==> config.mk <==
export PLATFORM = sky130hd
export DESIGN_NAME = alu_op_sequencer
export DESIGN_NICKNAME = d
export VERILOG_FILES = /design/src/rtl/alu_op_sequencer.sv
export SDC_FILE = /design/constraint.sdc
export NUM_CORES = 1
export LEC_CHECK = 0
export ABC_CLOCK_PERIOD_IN_PS = 1650
export CAP_MARGIN = 20
export CORE_AREA = 2 2 81 83
export DETAILED_ROUTE_END_ITERATION = 16
export DIE_AREA = 0 0 83 85
export GPL_TIMING_DRIVEN = 0
export HOLD_SLACK_MARGIN = 0.02
export PLACE_DENSITY = 0.78
export SLEW_MARGIN = 25
export SYNTH_ARGS = -nofsm -noshare
export SYNTH_HDL_FRONTEND = slang
export SYNTH_SLANG_ARGS = --single-unit
==> constraint.sdc <==
create_clock -name clk -period 1.65 [get_ports clk]
set_input_delay 0.33 -clock clk [delete_from_list [all_inputs] [get_ports clk]]
set_output_delay 0.33 -clock clk [all_outputs]
set_load 0.05 [all_outputs]
==> src/rtl/alu_op_sequencer.sv <==
// alu_op_sequencer
//   Front-panel control block. It debounces an active-low push button and then
//   either pushes the switch word into the operand FIFO (write mode) or pops
//   one instruction, decodes it, runs it on the sign-magnitude ALU and latches
//   the operands and result into the display/LED registers (read mode).
//
// Ports
//   clk, reset             clock, synchronous active-high reset
//   button, mode, dataIn   front panel: active-low button, 1=write/0=read,
//                          switch word {op[2:0], a_sign, a_mag, b_sign, b_mag}
//   fifo_*                 operand FIFO handshake (rdata valid the cycle after pop)
//   alu_*                  ALU issue (start pulse, op, operands) and completion
//   disp_*                 display / LED registers, updated only on completion
//   busy                   high while a press is being serviced
//   err_ovf/udf/op/to      sticky: push on full, pop on empty, illegal op, ALU timeout
module alu_op_sequencer #(
  parameter int unsigned DEBOUNCE_CYCLES = 4,
  parameter int unsigned TIMEOUT_CYCLES  = 64,
  parameter int unsigned MAG_W           = 5
) (
  input  logic               clk,
  input  logic               reset,
  input  logic               button,
  input  logic               mode,
  input  logic [2*MAG_W+4:0] dataIn,
  input  logic               fifo_full,
  input  logic               fifo_empty,
  input  logic [2*MAG_W+4:0] fifo_rdata,
  output logic               fifo_push,
  output logic [2*MAG_W+4:0] fifo_wdata,
  output logic               fifo_pop,
  output logic               alu_start,
  output logic [2:0]         alu_op,
  output logic               alu_a_sign,
  output logic               alu_b_sign,
  output logic [MAG_W-1:0]   alu_a_mag,
  output logic [MAG_W-1:0]   alu_b_mag,
  input  logic               alu_done,
  input  logic               alu_c_sign,
  input  logic [MAG_W-1:0]   alu_c_mag,
  input  logic               alu_of,
  output logic [MAG_W-1:0]   disp_a_mag,
  output logic [MAG_W-1:0]   disp_b_mag,
  output logic [MAG_W-1:0]   disp_c_mag,
  output logic               disp_a_sign,
  output logic               disp_b_sign,
  output logic               disp_c_sign,
  output logic               disp_of,
  output logic               busy,
  output logic               err_ovf,
  output logic               err_udf,
  output logic               err_op,
  output logic               err_to
);

  localparam int unsigned INSTR_W = 2*MAG_W + 5;
  localparam int unsigned DB_W    = $clog2(DEBOUNCE_CYCLES + 1);
  localparam int unsigned TO_W    = $clog2(TIMEOUT_CYCLES + 1);

  typedef enum logic [2:0] {
    S_IDLE, S_PUSH, S_POP, S_DECODE, S_EXEC, S_WAIT, S_LATCH
  } state_e;

  state_e             state_q, state_d;
  logic               db_pressed_q, db_pressed_d;
  logic [DB_W-1:0]    db_cnt_q, db_cnt_d;
  logic [INSTR_W-1:0] wdata_q, wdata_d;
  logic [INSTR_W-1:0] instr_q, instr_d;
  logic [TO_W-1:0]    tmo_q, tmo_d;
  logic [MAG_W:0]     disp_a_q, disp_a_d, disp_b_q, disp_b_d, disp_c_q, disp_c_d;
  logic               disp_of_q, disp_of_d;
  logic               err_ovf_q, err_ovf_d, err_udf_q, err_udf_d;
  logic               err_op_q, err_op_d, err_to_q, err_to_d;
  logic               press_evt;
  logic               cmp_op;

  // Debouncer: accepted level moves only after DEBOUNCE_CYCLES consecutive
  // samples that disagree with it; any agreeing sample restarts the count.
  always_comb begin
    db_pressed_d = db_pressed_q;
    db_cnt_d     = '0;
    press_evt    = 1'b0;
    if (~button != db_pressed_q) begin
      if (db_cnt_q == DB_W'(DEBOUNCE_CYCLES - 1)) begin
        db_pressed_d = ~button;
        press_evt    = ~button;
      end else begin
        db_cnt_d = db_cnt_q + 1'b1;
      end
    end
  end

  assign cmp_op = instr_q[INSTR_W-1];

  always_comb begin
    state_d   = state_q;
    wdata_d   = wdata_q;
    instr_d   = instr_q;
    tmo_d     = tmo_q;
    disp_a_d  = disp_a_q;
    disp_b_d  = disp_b_q;
    disp_c_d  = disp_c_q;
    disp_of_d = disp_of_q;
    err_ovf_d = err_ovf_q;
    err_udf_d = err_udf_q;
    err_op_d  = err_op_q;
    err_to_d  = err_to_q;
    fifo_push = 1'b0;
    fifo_pop  = 1'b0;
    alu_start = 1'b0;
    case (state_q)
      S_IDLE: begin
        if (press_evt) begin
          if (mode) begin
            wdata_d = dataIn;
            state_d = S_PUSH;
          end else begin
            state_d = S_POP;
          end
        end
      end
      S_PUSH: begin
        if (fifo_full) err_ovf_d = 1'b1;
        else           fifo_push = 1'b1;
        state_d = S_IDLE;
      end
      S_POP: begin
        if (fifo_empty) begin
          err_udf_d = 1'b1;
          state_d   = S_IDLE;
        end else begin
          fifo_pop = 1'b1;
          state_d  = S_DECODE;
        end
      end
      S_DECODE: begin
        instr_d = fifo_rdata;
        if (fifo_rdata[INSTR_W-1 -: 2] == 2'b01) begin
          err_op_d = 1'b1;
          state_d  = S_IDLE;
        end else begin
          state_d = S_EXEC;
        end
      end
      S_EXEC: begin
        alu_start = 1'b1;
        // Counter holds cycles elapsed since alu_start, so the abort lands
        // with err_to visible exactly TIMEOUT_CYCLES after the start pulse.
        tmo_d     = TO_W'(1);
        state_d   = S_WAIT;
      end
      S_WAIT: begin
        if (alu_done) begin
          state_d = S_LATCH;
        end else if (tmo_q >= TO_W'(TIMEOUT_CYCLES - 1)) begin
          err_to_d = 1'b1;
          state_d  = S_IDLE;
        end else begin
          tmo_d = tmo_q + 1'b1;
        end
      end
      S_LATCH: begin
        disp_a_d  = instr_q[2*MAG_W+1 -: MAG_W+1];
        disp_b_d  = instr_q[MAG_W:0];
        // Compare/zero ops produce an unsigned 0/1 result with no overflow.
        disp_c_d  = {alu_c_sign & ~cmp_op, alu_c_mag};
        disp_of_d = alu_of & ~cmp_op;
        state_d   = S_IDLE;
      end
      default: state_d = S_IDLE;
    endcase
  end

  always_ff @(posedge clk) begin
    if (reset) begin
      state_q      <= S_IDLE;
      db_pressed_q <= 1'b0;
      db_cnt_q     <= '0;
      wdata_q      <= '0;
      instr_q      <= '0;
      tmo_q        <= '0;
      disp_a_q     <= '0;
      disp_b_q     <= '0;
      disp_c_q     <= '0;
      disp_of_q    <= 1'b0;
      err_ovf_q    <= 1'b0;
      err_udf_q    <= 1'b0;
      err_op_q     <= 1'b0;
      err_to_q     <= 1'b0;
    end else begin
      state_q      <= state_d;
      db_pressed_q <= db_pressed_d;
      db_cnt_q     <= db_cnt_d;
      wdata_q      <= wdata_d;
      instr_q      <= instr_d;
      tmo_q        <= tmo_d;
      disp_a_q     <= disp_a_d;
      disp_b_q     <= disp_b_d;
      disp_c_q     <= disp_c_d;
      disp_of_q    <= disp_of_d;
      err_ovf_q    <= err_ovf_d;
      err_udf_q    <= err_udf_d;
      err_op_q     <= err_op_d;
      err_to_q     <= err_to_d;
    end
  end

  assign busy        = (state_q != S_IDLE);
  assign fifo_wdata  = wdata_q;
  assign alu_op      = instr_q[INSTR_W-1 -: 3];
  assign alu_a_sign  = instr_q[2*MAG_W+1];
  assign alu_a_mag   = instr_q[2*MAG_W -: MAG_W];
  assign alu_b_sign  = instr_q[MAG_W];
  assign alu_b_mag   = instr_q[MAG_W-1:0];
  assign disp_a_sign = disp_a_q[MAG_W];
  assign disp_a_mag  = disp_a_q[MAG_W-1:0];
  assign disp_b_sign = disp_b_q[MAG_W];
  assign disp_b_mag  = disp_b_q[MAG_W-1:0];
  assign disp_c_sign = disp_c_q[MAG_W];
  assign disp_c_mag  = disp_c_q[MAG_W-1:0];
  assign disp_of     = disp_of_q;
  assign err_ovf     = err_ovf_q;
  assign err_udf     = err_udf_q;
  assign err_op      = err_op_q;
  assign err_to      = err_to_q;

endmodule

### Word-level counts from Yosys, hierarchy flattened

Cells that the tools add are included.

| word-level totals | value |
|---|---|
| flip-flop bits (word level) | 67 |
| input port bits | 44 |
| output and inout bits | 57 |
| word-level logic and storage cells | 65 |

| operators by class | value |
|---|---|
| $add $sub $neg | 2 |
| order comparisons | 1 |
| equal/unequal tests | 13 |
| muxes and demuxes | 17 |
| bitwise gates (word level) | 6 |
| reductions and logical operators | 12 |

Operators by type and width:

| cell | count |
|---|---|
| one-hot mux 3 bit (5 select lines) | 1 |
| 2-to-1 mux 7 bit | 2 |
| one-hot mux 7 bit (2 select lines) | 1 |
| 2-to-1 mux 3 bit | 4 |
| AND reduction 2 bit | 5 |
| equality test 3 x 2 -> 1 bit, second input constant | 3 |
| equality test 3 bit, second input constant | 3 |
| AND reduction 3 bit | 3 |
| adder 7 x 1 -> 7 bit, second input constant | 1 |
| >= comparator 7 x 6 -> 1 bit, second input constant | 1 |
| 2-to-1 mux 1 bit | 7 |
| != test 2 bit, second input constant | 3 |
| 2-to-1 mux 2 bit | 2 |
| NOT 1 bit | 4 |
| adder 3 x 1 -> 3 bit, second input constant | 1 |
| equality test 3 x 1 -> 1 bit, second input constant | 1 |
| logical NOT 3 bit | 1 |
| != test 3 bit, second input constant | 1 |
| nonzero test 3 bit | 1 |
| OR reduction 3 bit | 1 |
| AND 1 bit | 2 |
| equality test 2 x 1 -> 1 bit, second input constant | 1 |
| nonzero test 2 bit | 1 |
| != test 1 bit | 1 |

### Longest topological paths before layout

Gate-level depths: netlist (run 1).

| depth | value |
|---|---|
| depth in word-level cells | 5 |
| gate-level depth with buffers | 7 |
| mapped depth without buffers | 6 |

### Worst setup path after synthesis (run 1)

No wires, ideal clock.

| timing path | value |
|---|---|
| path type | register to output |
| start | register state_q[1] |
| end | output fifo_pop |
| arrival | 1.694 ns |
| required time | 1.320 ns |
| slack | -0.374 ns |
| stages on the path, launching flop included | 3 |
| path buffers | 0 |
| cell sequence | dfxtp_1 -> nand2b_1 -> nor3_1 |

| on the way | value |
|---|---|
| longest elaborated chain between the ends | 2 |

Ends and longest elaborated chain:

| element | RTL line | source |
|---|---|---|
| start, declared | 64 | `state_e state_q, state_d;` |
| start signal, assigned | 191 | `state_q <= state_d;` |
| equality test 3 x 2 -> 1 bit | 111 | `case (state_q)` |
| 2-to-1 mux 1 bit | 111 |  |
| end, declared | 31 | `output logic fifo_pop,` |

No other way between the ends.

### Worst setup path in the final report (run 1)

| timing path | value |
|---|---|
| start | register state_q[2] |
| end | output alu_start |

| on the way | value |
|---|---|
| longest elaborated chain between the ends | 2 |

Ends and longest elaborated chain:

| element | RTL line | source |
|---|---|---|
| equality test 3 bit | 111 |  |
| 2-to-1 mux 1 bit | 111 |  |
| end, declared | 32 | `output logic alu_start,` |

No other way between the ends.

==> results of run 1 <==
[cell usage after synthesis]
| cell | instances |
|---|---|
| nand4_1 | 1 |
| o21ai_0 | 2 |
| nand2_1 | 67 |
| and3_1 | 1 |
| dfxtp_1 | 67 |
| and4_1 | 1 |
| mux2i_1 | 15 |
| inv_1 | 5 |
| buf_6 | 1 |
| nor3b_2 | 1 |
| nor3b_1 | 5 |
| o21bai_1 | 2 |
| clkbuf_2 | 1 |
| nor2_1 | 31 |
| nand3_4 | 1 |
| ha_1 | 3 |
| xor2_1 | 1 |
| clkbuf_1 | 9 |
| a31oi_1 | 4 |
| o21a_1 | 1 |
| a21o_1 | 1 |
| nand2b_1 | 2 |
| a41oi_1 | 2 |
| a211oi_1 | 2 |
| and3b_1 | 1 |
| nand3_1 | 4 |
| nor3_1 | 2 |
| o211ai_2 | 1 |
| nor2_2 | 1 |
| nand2_2 | 1 |
| a21oi_1 | 41 |
| o211a_1 | 1 |
| a311oi_2 | 2 |
| buf_2 | 4 |
| or3_1 | 2 |
| nor2b_1 | 1 |
| nand3b_1 | 4 |
| buf_4 | 2 |
| inv_2 | 1 |
| nor3_2 | 2 |
[routing by layer]
metal	part of all wire [%]	track usage [%]	vias up
li1	-	-	1247
met2	49	30.5	79
met4	0.99	5.96	0
met1	43	22.6	1153
met5	0	0	-
met3	7.5	7.59	6
[flip-flops by register name, summed over array words and instances (netlist names), 3 cells and up]
name / count
fifo_wdata: 15
instr_q: 15
tmo_q: 7
disp_a_q: 6
disp_b_q: 6
disp_c_q: 6
db_cnt_q: 3
state_q: 3
[kinds of logic after synthesis]
group | count (synthesis)
simple gates | 128
flops | 67
compound gates | 59
buf+inv | 23
mux | 15
fa+ha+maj | 3
xor+xnor | 1
[worst max-delay path, stage by stage, from the launching register on]
cell,delay (ps)
dfxtp_4,410
inv_4,50
or3_4,370
inv_6,90
buf_8,140
[per-stage QoR]
step                      instance area [um2]  util, %  TNS (ps)
after global placement                   3690     59.5    -11170
final                                    4030     65.0     -67.6
after detailed placement                 3690     59.5    -13880
after global routing                     4030     65.0      -361
after CTS                                3920     63.2      -307
after floorplan                          2600        -         0
[final cells by class]
class                   count  area [um2]
flip-flops and latches     67        1350
clock inverters             5        77.6
fillers                   542        2170
well taps                  77        96.3
inverters                   6        30.0
multi-input cells         206        1210
repair buffers            111        1040
plain buffers              16        90.1
clock buffers              11         131
[timing repair]
| action | CTS | global route |
|---|---|---|
| gates resized for setup | 89 | 23 |
| buffers inserted | 6 | 4 |
| pin swaps | 2 | 3 |
| gates cloned | 0 | 1 |
| endpoints found under the setup margin | 67 | 32 |
[where the power goes]
| part | switching (mW) | internal [mW] |
|---|---|---|
| Combinational | 0.0642 | 0.109 |
| Sequential | 0.00403 | 1.62 |
| Clock | 0.614 | 0.847 |
| Total | 0.682 | 2.57 |
[path summary, 6_finish.rpt]
| path | startpoint | endpoint | slack [ps] | cells past startpoint |
|---|---|---|---|---|
| setup / recovery | state_q[2] | alu_start | -70 | 4 |
| hold / removal | db_cnt_q[0] | db_cnt_q[0] | 440 | 1 |
| setup reg to reg | db_cnt_q[0] | fifo_wdata[11] | 110 | 7 |
| hold reg to reg | db_cnt_q[0] | db_cnt_q[0] | 440 | 1 |
==> flow_summary.yaml, run 1 <==
cts:
  clk_latency_ps: 330
  path_clk_slew_ps: 70
  cts_sinks: 67
  cts_max_level: 3
  clk_path_buf_depth: 2
  cts-hold-fix-buffers: 0
  cts-root-buf: "clkbuf_8"
  cts_made_buffers: 9
  cts_tree: "done"
yosys:
  yosys.area_share.simple_pct: 22.8
  synth_nets: 343
  synthXorXnorAreaFrac_pct: 0.338
  yosys.area.top_type: "dfxtp_1"
  synthTopCellsByArea: "dfxtp_1 (52%), nand2_1 (9.7%), a21oi_1 (7.9%), mux2i_1 (5.8%), nor2_1 (4.5%)"
  synth_top_cell_area_share_pct: 51.8
  netlist_area_mm2: 0.00259
  ys_seq_area_share_pct: 51.8
  synth_cells: 296
  synthMuxAreaShare_pct: 5.80
  syn_area_per_cell_um2: 8.75
  ys_warn_count: 0
  synth_compound_area_share_pct: 13.7
  synth_top_family_by_area: "simple AND/OR/NAND/NOR gates"
  ys_seq_elements: 67
  synth_adder_area_share_pct: 1.45
  ys_types: 40
detailed_routing:
  first_pass_iters: 4
  vias: 2485
  avgViaCountPerCell: 4.98
  route.antenna.remaining_nets: 0
  drt_iter0_drc: 91
  wirelength_um: 6560
  avgRoutedWirePerCell_um: 13.1
  drc: 0
final_layout:
  mostFrequentLayoutCells: "nand2_1 (67), dfxtp_1 (63), dlygate4sd2_1 (52)"
  nNetsFinal: 464
  drive_above_1_share_pct: 14.5
  layout_commonest_cell: "nand2_1"
  finalNonFillerCells: 499
  area_growth_pct: 55.7
  diodes: 0
setup_path:
  cp.arrival_ps: 1390
  endpoint_kind: "primary output"
  required_ps: 1320
  cp-start-kind: "register"
  crit_type: "register to primary output"
  cp_max_fo: 8
timing:
  slew_headroom_pct: 63.6
  finalCritPeriodShare_pct: 104
  setup_slack_ps: -67.6
  setup_violations: 1
  min_period_ps: 1720
  slew_violations: 0
  rsz0062_at_grt: "yes"
  skew_ps: 7.79
  finalHoldViolCount: 0
  clock.fmax_ghz: 0.582
  worstMarginPinSlew_ps: 548
  holdWs_ps: 439
global_route:
  grt_pass1_vias: 2330
  track_usage_pct: 18.7
  overflow: 0
  grt_start_max_net_pins: 12
  grt_pass1_wl_um: 10700
  antenna_found_initial: 0
floorplanning:
  die_x_um: 83
  rows: 29
  die_area_mm2: 0.00706
  io_pins: 101
  die_h_um: 85
  start_util_pct: 41.7
  core_area_mm2: 0.00620
placement:
  preCtsSetupSlack_ps: -571
  port_buffers: 100
  dp_hpwl_um: 4720
  gp_congestion: 0.768
  dp.cells: 473
status:
  outcome: "finished, violations left"
  violations: "negative setup slack"
worst_hold_path:
  holdCritPathClass: "register to register"
pwr:
  leakage_nw: 1.84
  power_mw: 3.26
  power_density_mw_per_mm2: 807
  irDropWorstVdd_uv: 995
job:
  max_cap_violations: 0
No activity file was read; power rests on OpenSTA's default activity.
==> inputs of run 2 (changes only) <==
ABC_CLOCK_PERIOD_IN_PS = not set   (was 1650)
==> results of run 2 <==
No change in the layout: final DEF, timing and power equal those of run 1.
==> inputs of run 3 (changes only) <==
PLACE_DENSITY = 0.77   (was 0.78)
==> flow_summary.yaml, run 3 (synthesized netlist as in run 1, its figures left out) <==
status:
  outcome: "finished, violations left"
  violations: "negative setup slack"
cts:
  clk_path_buf_depth: 2
  clk_latency_ps: 330
  cts_made_buffers: 9
  path_clk_slew_ps: 60
  cts_sinks: 67
  cts_max_level: 3
  cts_tree: "done"
  cts-root-buf: "clkbuf_8"
timing:
  finalHoldViolCount: 0
  rsz0062_at_grt: "yes"
  slew_headroom_pct: 64.0
  slew_violations: 0
  holdWs_ps: 428
  worstMarginPinSlew_ps: 542
  skew_ps: 8.20
  finalSetupTns_ps: -115
  clock.fmax_ghz: 0.572
  min_period_ps: 1750
  setup_violations: 2
  setup_slack_ps: -98.7
  finalCritPeriodShare_pct: 106
global_route:
  grt_pass1_wl_um: 10800
  grt_start_max_net_pins: 12
  antenna_found_initial: 0
  overflow: 0
  track_usage_pct: 18.9
  grt_pass1_vias: 2345
final_layout:
  nNetsFinal: 466
  finalNonFillerCells: 501
  drive_above_1_share_pct: 14.9
  final_util_pct: 65.0
  area_growth_pct: 55.7
  diodes: 0
  final_area_mm2: 0.00403
  mostFrequentLayoutCells: "nand2_1 (67), dfxtp_1 (63), dlygate4sd2_1 (52)"
  layout_commonest_cell: "nand2_1"
pwr:
  power_density_mw_per_mm2: 772
  irDropWorstVdd_uv: 489
  power_frac_comb_pct: 5.5
  p_switching_mw: 0.655
  seqPwrFrac_pct: 52.1
  leakage_nw: 1.86
  p_clk_share_pct: 42.4
  p_int_mw: 2.46
  power_mw: 3.11
  p_sw_share_pct: 21.0
placement:
  preCtsSetupSlack_ps: -569
  dp.cells: 473
  port_buffers: 100
  gp_congestion: 0.812
  dp_hpwl_um: 4730
  dpl_cell_area_mm2: 0.00369
floorplanning:
  die_area_mm2: 0.00706
  io_pins: 101
  die_h_um: 85
  core_area_mm2: 0.00620
  die_x_um: 83
  rows: 29
  start_util_pct: 41.7
detailed_routing:
  wirelength_um: 6730
  avgViaCountPerCell: 4.96
  first_pass_iters: 4
  vias: 2487
  drc: 0
  route.antenna.remaining_nets: 0
  avgRoutedWirePerCell_um: 13.4
  drt_iter0_drc: 86
setup_path:
  cp.arrival_ps: 1420
  cp_max_fo: 7
  required_ps: 1320
  crit_type: "register to primary output"
  endpoint_kind: "primary output"
  cp-start-kind: "register"
worst_hold_path:
  holdCritPathClass: "register to register"
job:
  max_cap_violations: 0
-- run 3: cell count changes in the layout (fill, tap and decap cells not counted), sizes merged --
cell / change
bufinv: -1
buf: +1
dlymetal6s2s: +1
clkinv: +1
-- run 3: critical path, stage by stage (launching register included) --
cell and delay (ps):
dfxtp_2 330, buf_6 140, inv_4 40, or3_4 360
inv_4 80, buf_8 140
-- run 3: cell type report --
class | count | area, um2
fillers | 531 | 2170
flip-flops and latches | 67 | 1350
multi-input cells | 206 | 1210
repair buffers | 112 | 1050
clock buffers | 11 | 141
plain buffers | 17 | 101
well taps | 77 | 96.3
clock inverters | 5 | 52.6
inverters | 6 | 27.5
-- run 3: what timing repair did --
| action | CTS | global route |
|---|---|---|
| hold buffers | 0 | 0 |
| setup buffers | 1 | 10 |
| cloned | 0 | 1 |
| endpoints found under the setup margin | 67 | 26 |
| pin swaps | 0 | 4 |
| resized for setup | 86 | 24 |
-- run 3: routing by layer --
layer / wire (um) / up-vias / share of wire [%] / track usage, %
met3: 570 / 11 / 8.5 / 7.10
met2: 3200 / 85 / 47 / 31.3
met1: 2860 / 1144 / 42 / 22.3
met5: 0 / - / 0 / 0
met4: 106 / 0 / 1.6 / 7.30
li1: - / 1247 / - / -
-- run 3: final timing paths --
| kind | start | to | slack, ps | depth (start not counted) |
|---|---|---|---|---|
| worst max-delay path | state_q[2] | alu_start | -100 | 5 |
| worst min register to register | db_cnt_q[0] | db_cnt_q[0] | 430 | 1 |
| worst max register to register | state_q[0] | tmo_q[3] | 80 | 5 |
| worst min-delay path | db_cnt_q[0] | db_cnt_q[0] | 430 | 1 |
-- run 3: power by group through the flow --
stage | registers (mW) | logic (mW) | clock network (mW)
after global routing | 1.62 | 0.186 | 1.44
final | 1.62 | 0.171 | 1.32
after global placement | 1.66 | 0.166 | 0
after floorplan | 1.66 | 0.0406 | 0
after detailed placement | 1.66 | 0.167 | 0
after CTS | 1.62 | 0.168 | 1.36
